## src/rtl/bus_xfer_ctrl.sv

```systemverilog
// Register-to-register transfer sequencer over a shared wired-AND bus.
// Drives registered active-low assert/load strobes and tracks sticky error flags.
module bus_xfer_ctrl #(
  parameter int unsigned      WIDTH  = 8,
  parameter int unsigned      NREGS  = 4,
  parameter int unsigned      IDXW   = 2,
  parameter logic [WIDTH-1:0] PULLUP = {WIDTH{1'b1}}
) (
  input  logic                   clk,
  input  logic                   reset,
  input  logic                   cmd_valid,
  output logic                   cmd_ready,
  input  logic [IDXW-1:0]        cmd_src,
  input  logic [IDXW-1:0]        cmd_dst,
  input  logic [NREGS*WIDTH-1:0] src_data,
  input  logic [NREGS-1:0]       src_en,
  output logic [NREGS-1:0]       assert_n,
  output logic [NREGS-1:0]       load_n,
  output logic [WIDTH-1:0]       bus_value,
  output logic [WIDTH-1:0]       last_data,
  output logic                   done,
  output logic                   err_contention,
  output logic                   err_index
);

  typedef enum logic [1:0] {StIdle, StAssert, StLoad, StDone} state_e;

  state_e           state_q, state_d;
  logic [NREGS-1:0] assert_n_q, assert_n_d;
  logic [NREGS-1:0] load_n_q, load_n_d;
  logic [IDXW-1:0]  dst_q, dst_d;
  logic [WIDTH-1:0] last_q, last_d;
  logic             cont_q, cont_d;
  logic             idx_q, idx_d;

  logic [WIDTH-1:0] bus_and;
  logic             cmd_bad;
  logic             multi_drv;

  assign cmd_bad   = (32'(cmd_src) >= NREGS) || (32'(cmd_dst) >= NREGS);
  // Clearing the lowest set bit leaves something only when two or more drivers are on.
  assign multi_drv = |(src_en & (src_en - NREGS'(1)));

  always_comb begin
    bus_and = '1;
    for (int i = 0; i < NREGS; i++) begin
      if (src_en[i]) bus_and = bus_and & src_data[i*WIDTH +: WIDTH];
    end
    bus_value = (src_en == '0) ? PULLUP : bus_and;
  end

  always_comb begin
    state_d    = state_q;
    assert_n_d = '1;
    load_n_d   = '1;
    dst_d      = dst_q;
    last_d     = last_q;
    cont_d     = cont_q;
    idx_d      = idx_q;
    unique case (state_q)
      StIdle: begin
        if (cmd_valid) begin
          if (cmd_bad) begin
            idx_d   = 1'b1;
            state_d = StDone;
          end else begin
            state_d = StAssert;
            dst_d   = cmd_dst;
            for (int i = 0; i < NREGS; i++) assert_n_d[i] = (IDXW'(i) != cmd_src);
          end
        end
      end
      StAssert: begin
        state_d    = StLoad;
        assert_n_d = assert_n_q;
        for (int i = 0; i < NREGS; i++) load_n_d[i] = (IDXW'(i) != dst_q);
        if (multi_drv) cont_d = 1'b1;
      end
      StLoad: begin
        state_d = StDone;
        last_d  = bus_value;
        if (multi_drv) cont_d = 1'b1;
      end
      StDone:  state_d = StIdle;
      default: state_d = StIdle;
    endcase
  end

  always_ff @(posedge clk or posedge reset) begin
    if (reset) begin
      state_q    <= StIdle;
      assert_n_q <= '1;
      load_n_q   <= '1;
      dst_q      <= '0;
      last_q     <= PULLUP;
      cont_q     <= 1'b0;
      idx_q      <= 1'b0;
    end else begin
      state_q    <= state_d;
      assert_n_q <= assert_n_d;
      load_n_q   <= load_n_d;
      dst_q      <= dst_d;
      last_q     <= last_d;
      cont_q     <= cont_d;
      idx_q      <= idx_d;
    end
  end

  assign cmd_ready      = (state_q == StIdle);
  assign done           = (state_q == StDone);
  assign assert_n       = assert_n_q;
  assign load_n         = load_n_q;
  assign last_data      = last_q;
  assign err_contention = cont_q;
  assign err_index      = idx_q;

endmodule

```

## config.mk

```make
export PLATFORM = sky130hd
export DESIGN_NAME = bus_xfer_ctrl
export DESIGN_NICKNAME = d
export VERILOG_FILES = /design/src/rtl/bus_xfer_ctrl.sv
export SDC_FILE = /design/constraint.sdc
export NUM_CORES = 1
export LEC_CHECK = 0
export ABC_AREA = 1
export CAP_MARGIN = 20
export CORE_MARGIN = 2
export CORE_UTILIZATION = 38
export DETAILED_ROUTE_END_ITERATION = 10
export PLACE_DENSITY_LB_ADDON = 0.1
export SYNTH_ARGS = -nofsm -noshare
export SYNTH_HDL_FRONTEND = slang
export SYNTH_SLANG_ARGS = --single-unit
```

## constraint.sdc

```tcl
create_clock -name clk -period 1.3 [get_ports clk]
set_clock_uncertainty 0.05 [all_clocks]
set_input_delay 0.13 -clock clk [delete_from_list [all_inputs] [get_ports clk]]
set_output_delay 0.13 -clock clk [all_outputs]
set_load 0.05 [all_outputs]
```

==> summary.txt, run 1 <==
Outcome
  • Outcome: finished, violations left
  • Violated checks: negative setup slack

Setup path
  • Maximum cell stage delay along the critical path: 0.43 ns
  • Critical Path, Cell by Cell: buf_4 -> ha_2 -> buf_12
  • Arrival time of data at the critical path endpoint: 1.21 ns
  • Critical-path cell with the highest stage delay: sky130_fd_sc_hd__dfrtp_1
  • CP startpoint kind: flop
  • Required time of the critical path: 1.12 ns
  • Type of the setup path with the least slack: flop to primary output
  • Endpoint type of the worst setup path: primary output
  • Worst-path maximum fanout: 2

Clock network
  • TritonCTS clock tree: yes
  • Root cell of the clock tree: sky130_fd_sc_hd__clkbuf_4
  • Clock Pin Slew Worst Setup and Hold Paths: 0.11 ns
  • # clock sinks: 21
  • Insertion delay of the later-clocked pin in the worst-skew pair: 0.30 ns
  • Number of buffers inserted during clock tree synthesis: 3
  • Htree depth: 1
  • Bufs on Longest Clock Path: 2

Floorplan
  • Horizontal die dimension: 62.10 um
  • Number of placement rows: 21
  • Starting Density: 0.3905
  • Area of the core: 3284 sq um
  • Die area: 3856 sq um
  • DIE HEIGHT: 62.10 um
  • Ports: 71

Synth
  • Synthesized area per cell: 6.858 sq um
  • Number of enable-type register cells in the synthesized netlist: 0
  • Distinct cells, synth: 17
  • Ys Warns: 0
  • Dominant cells by area after synthesis: sky130_fd_sc_hd__dfstp_2 33%, sky130_fd_sc_hd__nand2_1 23%, sky130_fd_sc_hd__inv_1 13%, sky130_fd_sc_hd__dfrtp_1 9.8%, sky130_fd_sc_hd__ha_1 3.9%
  • Synth top area share: 0.3278
  • Sequential element share of the synthesized area: 0.4254
  • Most frequent cell after synthesis: sky130_fd_sc_hd__nand2_1
  • Gate count of the mapped netlist: 187
  • Synthesized area: 1282 sq um
  • Post-synthesis async set-or-reset flop share: 1.000
  • Leading cell types by count after synthesis: 77 x sky130_fd_sc_hd__nand2_1, 45 x sky130_fd_sc_hd__inv_1, 16 x sky130_fd_sc_hd__dfstp_2, 8 x sky130_fd_sc_hd__nor2_2, 7 x sky130_fd_sc_hd__nor2_1
  • Yosys top cell by area: sky130_fd_sc_hd__dfstp_2
  • Total nets after synthesis: 234
  • Post-synthesis register bit count: 21
  • Primary FF master, synth: sky130_fd_sc_hd__dfstp_2

Place
  • Global placer's final weighted congestion: 0.7785
  • Final HPWL from detailed placement: 2597 um
  • Dpl ws: -0.1404 ns
  • # port buffers: 69

Drt
  • Final WL: 3479 um
  • Wire length per cell after detailed routing: 11.01 um
  • DRC violation count after routing: 0
  • Via density per instance: 4.193
  • Drt pass-1 iters: 4
  • DRC violation total after the first TritonRoute iteration: 40
  • Antenna violation net count after detailed routing: 0
  • Total number of vias: 1325

GRT
  • Total congestion overflow after global routing: 0
  • Largest net degree at the start of global routing: 22
  • First-pass GRT wire length: 5037 um
  • Number of antenna violations at the first check in global routing: 0
  • GRT Resource Usage Total: 0.1739
  • Vias in the first global route: 1239

Cells and area
  • Number of inserted filler cells in the final layout: 238
  • Layout cell share with drive strength beyond 1: 0.3296
  • Antenna cells: 0
  • Utilization after layout: 0.7707
  • # nets final: 318
  • Synthesis-to-layout area growth: 97.37%

Job
  • Max cap viols: 0

Timing
  • Final setup fails: 2
  • Clock period minus final worst setup slack: 1.386 ns
  • Hold Violations, Final: 0
  • Part of the cycle the worst path needs: 1.066
  • Highest achievable clock rate: 721.7 MHz
  • PnR worst setup slack: -0.08570 ns
  • RSZ-0062 raised after global routing: true
  • Number of pins exceeding their max-slew limit in the final report: 0

Power
  • Power density of the placed cells: 1735 nW/um^2
  • Static leakage: 1.302 nW
  • Largest vdd supply drop: 738.7 uV

Min path
  • Worst Hold Class: primary input to asynchronous set/reset pin
==> flip-flops by register name, indices dropped and copies added (netlist names) <==
| signal | cells |
|---|---|
| dst_q | 2 |
| last_data | 8 |
| load_n | 4 |
| state_q | 2 |
| err_contention | 1 |
| assert_n | 4 |
==> through the flow <==
step,total power [W],hold WS (ns),setup TNS [ns],cells,instance area [sq um]
finish,0.004392,0.09758,-0.1677,316,2531
CTS,0.004122,0.09461,-0.1632,310,2392
global placement,0.003651,0.3835,-0.8042,302,2301
detailed placement,0.003695,0.3891,-1.187,302,2301
floorplan,0.002462,0.04467,0,187,1295
global route,0.004643,0.1436,-0.3246,316,2531
==> worst max-delay path, delay by kind of cell, from the launching register on <==
kind / cells / cell delay (ns)
adders and majority gates: 1 / 0.18
buffers and inverters: 2 / 0.30
DFF: 1 / 0.43
==> power breakdown <==
group / total (W) / leakage, nW / switching (W) / internal, W
registers: 0.00118 / 0.225 / 0.000207 / 0.000972
clock network: 0.000302 / 0.0177 / 0.000187 / 0.000115
logic: 0.00291 / 1.06 / 0.00152 / 0.00139
==> logic make-up after synthesis <==
| logic type | count (synthesis) | synth area share |
|---|---|---|
| AOI/OAI and AO/OA | 9 | 0.03707 |
| adders and majority gates | 4 | 0.03903 |
| buffers and inverters | 52 | 0.1795 |
| DFF | 21 | 0.4254 |
| other | 1 | 0.002924 |
| and+or+nand+nor | 100 | 0.3161 |
==> worst paths after layout <==
kind	startpoint	endpoint	slack (ns)	depth (start not counted)
max	state_q[1]	done	-0.09	3
min	reset	dst_q[0]	0.1	3
max in group asynchronous	reset	last_data[0]	0.84	3
min in group clk	src_en[2]	last_data[5]	0.32	7
max reg2reg	state_q[1]	dst_q[1]	0	7
min reg2reg	dst_q[1]	load_n[3]	0.41	1
==> repair_timing <==
item                       in CTS  in global routing
hold endpoints to repair        0                  0
setup buffers                   4                  4
gates cloned                    0                  2
setup endpoints to repair      12                 22
resized for setup              16                 24
hold buffers                    0                  0
pin swaps                       2                  6
==> layout make-up <==
cell class / count / area, sq um / share of cell area
multi-input cells: 114 / 636.9 / 0.2516
clock inverters: 1 / 5.005 / 0.001977
well taps: 46 / 57.56 / 0.02274
repair inverters: 1 / 7.507 / 0.002966
inverters: 46 / 172.7 / 0.06822
flip-flops and latches: 21 / 545.5 / 0.2155
repair buffers: 84 / 1084 / 0.4281
clock buffers: 3 / 22.52 / 0.008898
==> per-layer routing <==
layer  share of wire  routed length [um]  GRT usage
met4           0.012                  43    0.06991
met3           0.060                 209    0.03520
met2            0.57                2000     0.3170
met5               0                   0          0
met1            0.35                1225     0.1961
==> cell usage in the layout (no fill, tap or decap) <==
cell | netlist | final
sky130_fd_sc_hd__dfrtp_1 | 5 | 5
sky130_fd_sc_hd__nor2_1 | 7 | 6
sky130_fd_sc_hd__nand2_2 | 0 | 4
sky130_fd_sc_hd__inv_2 | 1 | 4
sky130_fd_sc_hd__clkinv_2 | 0 | 1
sky130_fd_sc_hd__dlygate4sd2_1 | 0 | 3
sky130_fd_sc_hd__buf_12 | 0 | 27
sky130_fd_sc_hd__dlymetal6s2s_1 | 0 | 1
sky130_fd_sc_hd__dfstp_2 | 16 | 16
sky130_fd_sc_hd__o21ai_0 | 3 | 1
sky130_fd_sc_hd__clkbuf_4 | 0 | 3
sky130_fd_sc_hd__nand2_4 | 0 | 1
sky130_fd_sc_hd__ha_4 | 0 | 3
sky130_fd_sc_hd__o21ai_1 | 0 | 2
sky130_fd_sc_hd__nor3_4 | 0 | 2
sky130_fd_sc_hd__a21oi_1 | 5 | 3
sky130_fd_sc_hd__buf_4 | 1 | 12
sky130_fd_sc_hd__nor2_2 | 8 | 1
sky130_fd_sc_hd__clkinvlp_4 | 0 | 1
sky130_fd_sc_hd__nand3_1 | 6 | 6
sky130_fd_sc_hd__nand2_1 | 77 | 72
sky130_fd_sc_hd__ha_2 | 0 | 1
sky130_fd_sc_hd__a21oi_2 | 0 | 2
sky130_fd_sc_hd__conb_1 | 1 | 1
sky130_fd_sc_hd__nor2_4 | 0 | 8
sky130_fd_sc_hd__a22oi_1 | 1 | 1
sky130_fd_sc_hd__inv_1 | 45 | 42
sky130_fd_sc_hd__buf_6 | 4 | 3
sky130_fd_sc_hd__clkdlybuf4s50_1 | 0 | 38
Note: power is estimated with default switching activity, not from simulation.
==> run 2: changes to the inputs <==
CORE_UTILIZATION = 31   (was 38)
==> run 2 against run 1 <==
Sequential power hardly changed. Maximum frequency is 5.8% higher. First-iteration DRC count is 48% lower. Register-to-register slack better by 0.05 ns. Critical endpoint is now cmd_ready. Clock-buffer cell count is 1 higher. Largest cell class unchanged. Highest routed layer unchanged. Critical path depth is 1 higher. The flow still finishes with violations (negative setup slack). Sequential cell count stayed put. Cell area is 2.5% lower.
==> summary.txt, run 2 (synthesis results as in run 1) <==
Timing
  • RSZ-0062 raised after global routing: true
  • Highest achievable clock rate: 763.2 MHz (+5.8%)
  • PnR worst setup slack: -0.01020 ns (+0.07550 ns)
  • Part of the cycle the worst path needs: 1.008 (-0.05808)
  • Number of pins exceeding their max-slew limit in the final report: 0 (unchanged)
  • Hold Violations, Final: 0 (unchanged)
  • Final setup fails: 1 (-1)
  • Clock period minus final worst setup slack: 1.310 ns (-0.07550 ns)
  • Setup tns final: -0.01020 ns (+0.1575 ns)

Floorplan
  • Number of placement rows: 23 (+9.5%)
  • Die area: 4668 sq um (+21%)
  • Horizontal die dimension: 68.32 um (+10%)
  • DIE HEIGHT: 68.32 um (+10%)
  • Ports: 71 (unchanged)
  • Area of the core: 4000 sq um (+22%)
  • Starting Density: 0.3206 (-0.06986)

Power
  • Power density of the placed cells: 1723 nW/um^2 (-0.68%)
  • Static leakage: 1.281 nW (-1.6%)
  • Largest vdd supply drop: 1658 uV (+120%)

GRT
  • Number of antenna violations at the first check in global routing: 0 (unchanged)
  • Vias in the first global route: 1310 (+5.7%)
  • First-pass GRT wire length: 5858 um (+16%)
  • GRT Resource Usage Total: 0.1676 (-0.006306)
  • Total congestion overflow after global routing: 0 (unchanged)
  • Largest net degree at the start of global routing: 22 (unchanged)

Setup path
  • Endpoint type of the worst setup path: primary output
  • Crit Reg-Reg Startpoint: state_q[0]
  • Termination of the worst setup path: cmd_ready
  • Required time of the critical path: 1.12 ns (about the same)
  • Worst Reg2Reg Path Length in Cells: 6 (-1)
  • Capturing point of the worst reg2reg path: last_data[4]
  • Critical-path cell with the highest stage delay: sky130_fd_sc_hd__dfrtp_1
  • Arrival time of data at the critical path endpoint: 1.13 ns (-0.08 ns)
  • Start point of the critical path: state_q[0]
  • Type of the setup path with the least slack: flop to primary output
  • Worst-case register-to-register setup slack: 0.05 ns (+0.05 ns)
  • Critical Path, Cell by Cell: inv_2 -> ha_4 -> buf_6 -> buf_12
  • Worst-path maximum fanout: 3 (+1)
  • Maximum cell stage delay along the critical path: 0.39 ns (-0.04 ns)
  • CP startpoint kind: flop

Cells and area
  • Max reg flops: 8 (unchanged)
  • Number of inserted filler cells in the final layout: 343 (+44%)
  • # nets final: 314 (-1.3%)
  • Final std cells w/o fill: 316 (unchanged)
  • Fin area: 2467 sq um (-2.5%)
  • Most frequent cells in the layout: 73 x sky130_fd_sc_hd__nand2_1, 41 x sky130_fd_sc_hd__inv_1, 38 x sky130_fd_sc_hd__clkdlybuf4s50_1
  • Synthesis-to-layout area growth: 92.39%
  • Area used by sequential logic in the layout: 545.5 sq um (unchanged)
  • Most frequent standard cell in the layout excluding fill and tap cells: sky130_fd_sc_hd__nand2_1
  • Layout cell share with drive strength beyond 1: 0.2970 (-0.03264)
  • Antenna cells: 0 (unchanged)
  • Footprint of the multi-input gates: 586.8 sq um (-7.9%)
  • Utilization after layout: 0.6168 (-0.1538)

Place
  • Standard cell area after detailed placement: 2306 sq um (+0.22%)
  • Cell count after placement: 306 (+1.3%)
  • Final HPWL from detailed placement: 2617 um (+0.76%)
  • Global placer's final weighted congestion: 0.7735 (-0.64%)
  • # port buffers: 69 (unchanged)
  • Dpl ws: -0.1782 ns (-0.03784 ns)

Drt
  • Wire length per cell after detailed routing: 11.10 um (+0.83%)
  • DRC violation count after routing: 0 (unchanged)
  • Antenna violation net count after detailed routing: 0 (unchanged)
  • DRC violation total after the first TritonRoute iteration: 21 (-48%)
  • Total number of vias: 1337 (+0.91%)
  • Final WL: 3508 um (+0.83%)
  • Via density per instance: 4.231 (+0.91%)
  • Drt pass-1 iters: 4 (unchanged)

Clock network
  • Root cell of the clock tree: sky130_fd_sc_hd__clkbuf_8
  • Clock Pin Slew Worst Setup and Hold Paths: 0.08 ns (-0.03 ns)
  • Bufs on Longest Clock Path: 2 (unchanged)
  • # clock sinks: 21 (unchanged)
  • TritonCTS clock tree: yes
  • Number of buffers inserted during clock tree synthesis: 3 (unchanged)
  • Htree depth: 1 (unchanged)
  • Insertion delay of the later-clocked pin in the worst-skew pair: 0.26 ns (-0.04 ns)

Job
  • Max cap viols: 0 (unchanged)

Min path
  • Worst Hold Class: primary input to asynchronous set/reset pin

Outcome
  • Violated checks: negative setup slack
  • Outcome: finished, violations left
==> run 2: how the worst min path moves through the flow <==
| stage | start | slack (ns) | to |
|---|---|---|---|
| 2_1_floorplan | reset | 0.04 | dst_q[0] |
| 3_3_place_gp | dst_q[0] | 0.38 | load_n[3] |
| 6_report | reset | 0.16 | state_q[0] |
| 3_5_place_dp | dst_q[0] | 0.39 | load_n[3] |
| 5_1_grt | reset | 0.22 | dst_q[0] |
| 4_1_cts | reset | 0.17 | err_contention |
==> run 2: worst max-delay path, delay by kind of cell, from the launching register on <==
family / cells / cell delay (ns)
fa+ha+maj: 1 / 0.16
buf+inv: 3 / 0.31
flops: 1 / 0.39
==> run 2: area by class of cell <==
cell class / instances / share of cell area
clock buffers: 4 / 0.01826
inverters: 46 / 0.06998
multi-input cells: 114 / 0.2378
flip-flops and latches: 21 / 0.2211
well taps: 50 / 0.02535
repair buffers: 81 / 0.4275
==> run 2: what timing repair did <==
action	in CTS	in global routing
hold buffers	0	0
gates cloned	2	0
setup endpoints to repair	9	14
resized for setup	15	13
pin swaps	2	7
buffers inserted	3	1
==> run 2: metrics by stage <==
stage / total power (W) / hold slack, ns
after floorplan: 0.002462 / 0.04467
after global placement: 0.003678 / 0.3755
after detailed placement: 0.003705 / 0.3906
after CTS: 0.004220 / 0.1676
after global routing: 0.004495 / 0.2159
final: 0.004252 / 0.1577
==> run 2: layer usage <==
metal,track usage,share of wire
met5,0,0
met4,0.03250,0.016
met1,0.2128,0.44
met3,0.04441,0.050
met2,0.2864,0.50
==> run 2: report_power, final <==
part           switching (W)  internal [W]  total (W)  leakage (nW)
clock network       0.000205      0.000218   0.000423        0.0228
registers           0.000198      0.000973    0.00117         0.225
logic                0.00141       0.00125    0.00266          1.03
==> run 3: changes to the inputs <==
CAP_MARGIN = 10   (was 20)
CELL_PAD_IN_SITES_DETAIL_PLACEMENT = 1   (was unset)
CELL_PAD_IN_SITES_GLOBAL_PLACEMENT = 1   (was unset)
CORE_UTILIZATION = 25   (was 31)
SETUP_SLACK_MARGIN = 0.05   (was unset)
==> run 3 against run 2 <==
The flow still finishes with violations (negative setup slack). Cell count up 8.9%. Wire length up 23%. Worst setup slack worse by 0.015 ns. Critical path depth up 2. Utilization down 8.4 points. Critical path type is now flop to flop. Largest cell class unchanged. Highest routed layer unchanged.
==> summary.txt, run 3 (synthesis results as in run 1) <==
Timing
  • Highest achievable clock rate: 754.5 MHz (-1.1%)
  • Hold Violations, Final: 0 (unchanged)
  • Final setup fails: 4 (+3)
  • Part of the cycle the worst path needs: 1.020 (+0.01169)
  • RSZ-0062 raised after global routing: true
  • PnR worst setup slack: -0.02540 ns (-0.01520 ns)
  • Setup tns final: -0.07818 ns (-0.06798 ns)
  • Number of pins exceeding their max-slew limit in the final report: 0 (unchanged)
  • Clock period minus final worst setup slack: 1.325 ns (+0.01520 ns)
  • WHS: 0.1630 ns (+0.005269 ns)

Power
  • Switching share of total power: 0.4374 (+0.01121)
  • Power Internal: 0.002597 W (+6.5%)
  • Gate power share: 0.652 (+0.027)
  • Largest vdd supply drop: 860.1 uV (-48%)
  • NetSw: 0.002019 W (+11%)
  • Sequential share of power: 0.254 (-0.021)
  • Power density of the placed cells: 1719 nW/um^2 (-0.23%)
  • Static leakage: 1.449 nW (+13%)
  • Part of the power in the clock network: 0.094 (-0.005)
  • Design Power: 0.004617 W (+8.6%)

Drt
  • DRC violation count after routing: 0 (unchanged)
  • Via density per instance: 4.163 (-1.6%)
  • Wire length per cell after detailed routing: 12.58 um (+13%)
  • DRC violation total after the first TritonRoute iteration: 55 (+160%)
  • Total number of vias: 1432 (+7.1%)
  • Drt pass-1 iters: 4 (unchanged)
  • Antenna violation net count after detailed routing: 0 (unchanged)
  • Final WL: 4328 um (+23%)

Floorplan
  • Starting Density: 0.2543 (-0.06627)
  • Ports: 71 (unchanged)
  • Horizontal die dimension: 75.63 um (+11%)
  • Die area: 5719 sq um (+23%)
  • DIE HEIGHT: 75.63 um (+11%)
  • Area of the core: 5042 sq um (+26%)
  • Number of placement rows: 26 (+13%)

Outcome
  • Violated checks: negative setup slack
  • Outcome: finished, violations left

Cells and area
  • Max reg flops: 8 (unchanged)
  • Antenna cells: 0 (unchanged)
  • Most frequent standard cell in the layout excluding fill and tap cells: sky130_fd_sc_hd__nand2_1
  • Fin area: 2685 sq um (+8.8%)
  • Layout cell share with drive strength beyond 1: 0.4015 (+0.1045)
  • # nets final: 322 (+2.5%)
  • Synthesis-to-layout area growth: 109.4%
  • Most frequent cells in the layout: 59 x sky130_fd_sc_hd__nand2_1, 40 x sky130_fd_sc_hd__inv_1, 27 x sky130_fd_sc_hd__buf_12

Setup path
  • Start point of the critical path: state_q[1]
  • Worst-path maximum fanout: 3 (unchanged)
  • CP startpoint kind: flop
  • Worst-case register-to-register setup slack: -0.03 ns (-0.08 ns)
  • Endpoint type of the worst setup path: flop
  • Type of the setup path with the least slack: flop to flop
  • Crit Reg-Reg Startpoint: state_q[1]
  • Required time of the critical path: 1.44 ns (+0.32 ns)
  • Worst Reg2Reg Path Length in Cells: 6 (unchanged)
  • Arrival time of data at the critical path endpoint: 1.46 ns (+0.33 ns)
  • Capturing point of the worst reg2reg path: assert_n[3]

GRT
  • Met2 layer usage reported by global route: 0.2502 (-0.03617)
  • GRT Resource Usage Total: 0.1515 (-0.01605)
  • Vias in the first global route: 1363 (+4.0%)
  • First-pass GRT wire length: 6472 um (+10%)
  • Total congestion overflow after global routing: 0 (unchanged)
  • GR met1 Demand/Resource: 0.2075 (-0.005315)
  • Most Crowded Layer GR: met2
  • Largest net degree at the start of global routing: 22 (unchanged)
  • Fraction of met3 tracks used by global routing: 0.02249 (-0.02192)
  • Number of antenna violations at the first check in global routing: 0 (unchanged)

Clock network
  • Htree depth: 1 (unchanged)
  • Root cell of the clock tree: sky130_fd_sc_hd__clkbuf_8
  • TritonCTS clock tree: yes
  • Clock Pin Slew Worst Setup and Hold Paths: 0.08 ns (about the same)
  • Number of buffers inserted during clock tree synthesis: 3 (unchanged)
  • Bufs on Longest Clock Path: 2 (unchanged)
  • Insertion delay of the later-clocked pin in the worst-skew pair: 0.26 ns (about the same)
  • # clock sinks: 21 (unchanged)

Job
  • Max cap viols: 0 (unchanged)

Min path
  • Worst Hold Class: primary input to asynchronous set/reset pin

Place
  • # port buffers: 69 (unchanged)
  • Final HPWL from detailed placement: 3033 um (+16%)
  • Standard cell area after detailed placement: 2354 sq um (+2.1%)
  • Global placer's final weighted congestion: 0.7903 (+2.2%)
-- run 3: what timing repair did --
item	4_1_cts	5_1_grt
pin swaps	8	21
hold buffers	0	0
setup buffers	6	3
endpoints found under the hold margin	0	0
cloned	2	1
setup endpoints to repair	14	26
resized for setup	23	55
-- run 3: cell type report --
type	count	area, sq um
fillers	600	2357
inverters	46	182.7
multi-input cells	114	679.4
flip-flops and latches	21	545.5
clock buffers	3	41.29
repair buffers	88	1137
well taps	70	87.58
repair inverters	1	6.256
clock inverters	1	5.005
-- run 3: stage by stage --
step	instances	worst slack (ns)	utilization
after global routing	344	-0.07712	0.5325
after global placement	329	-0.1988	0.4667
final	344	-0.02540	0.5325
after floorplan	187	0.05253	-
after CTS	341	-0.01984	0.4955
after detailed placement	329	-0.2102	0.4667
-- run 3: worst max-delay path, cell delays in order, from the launching register on --
cell and delay (ns):
sky130_fd_sc_hd__dfrtp_1 0.39, sky130_fd_sc_hd__inv_2 0.12, sky130_fd_sc_hd__ha_4 0.15, sky130_fd_sc_hd__buf_4 0.13, sky130_fd_sc_hd__nand2_4 0.08, sky130_fd_sc_hd__nor3_4 0.26
sky130_fd_sc_hd__a21oi_2 0.08
-- run 3: how the worst max path moves through the flow --
stage,end,slack (ns),cells past startpoint
after floorplan,assert_n[0],0.05,5
after global placement,bus_value[1],-0.20,5
after detailed placement,bus_value[1],-0.21,5
after CTS,cmd_ready,-0.02,4
after global routing,assert_n[1],-0.08,6
final,assert_n[3],-0.03,6
-- run 3: power groups by stage --
| stage | Clock, W | Sequential (W) | Combinational, W |
|---|---|---|---|
| after floorplan | 0 | 0.00161 | 0.000856 |
| final | 0.000436 | 0.00117 | 0.00301 |
| after global routing | 0.000480 | 0.00120 | 0.00320 |
| after detailed placement | 0 | 0.00117 | 0.00259 |
| after CTS | 0.000463 | 0.00117 | 0.00274 |
| after global placement | 0 | 0.00117 | 0.00256 |
-- run 3: routing by layer --
layer  vias to the layer above  wire length, um
li1                        707                -
met1                       683             1862
met2                        36             2250
met3                         6              138
met4                         0               77
met5                         -                0
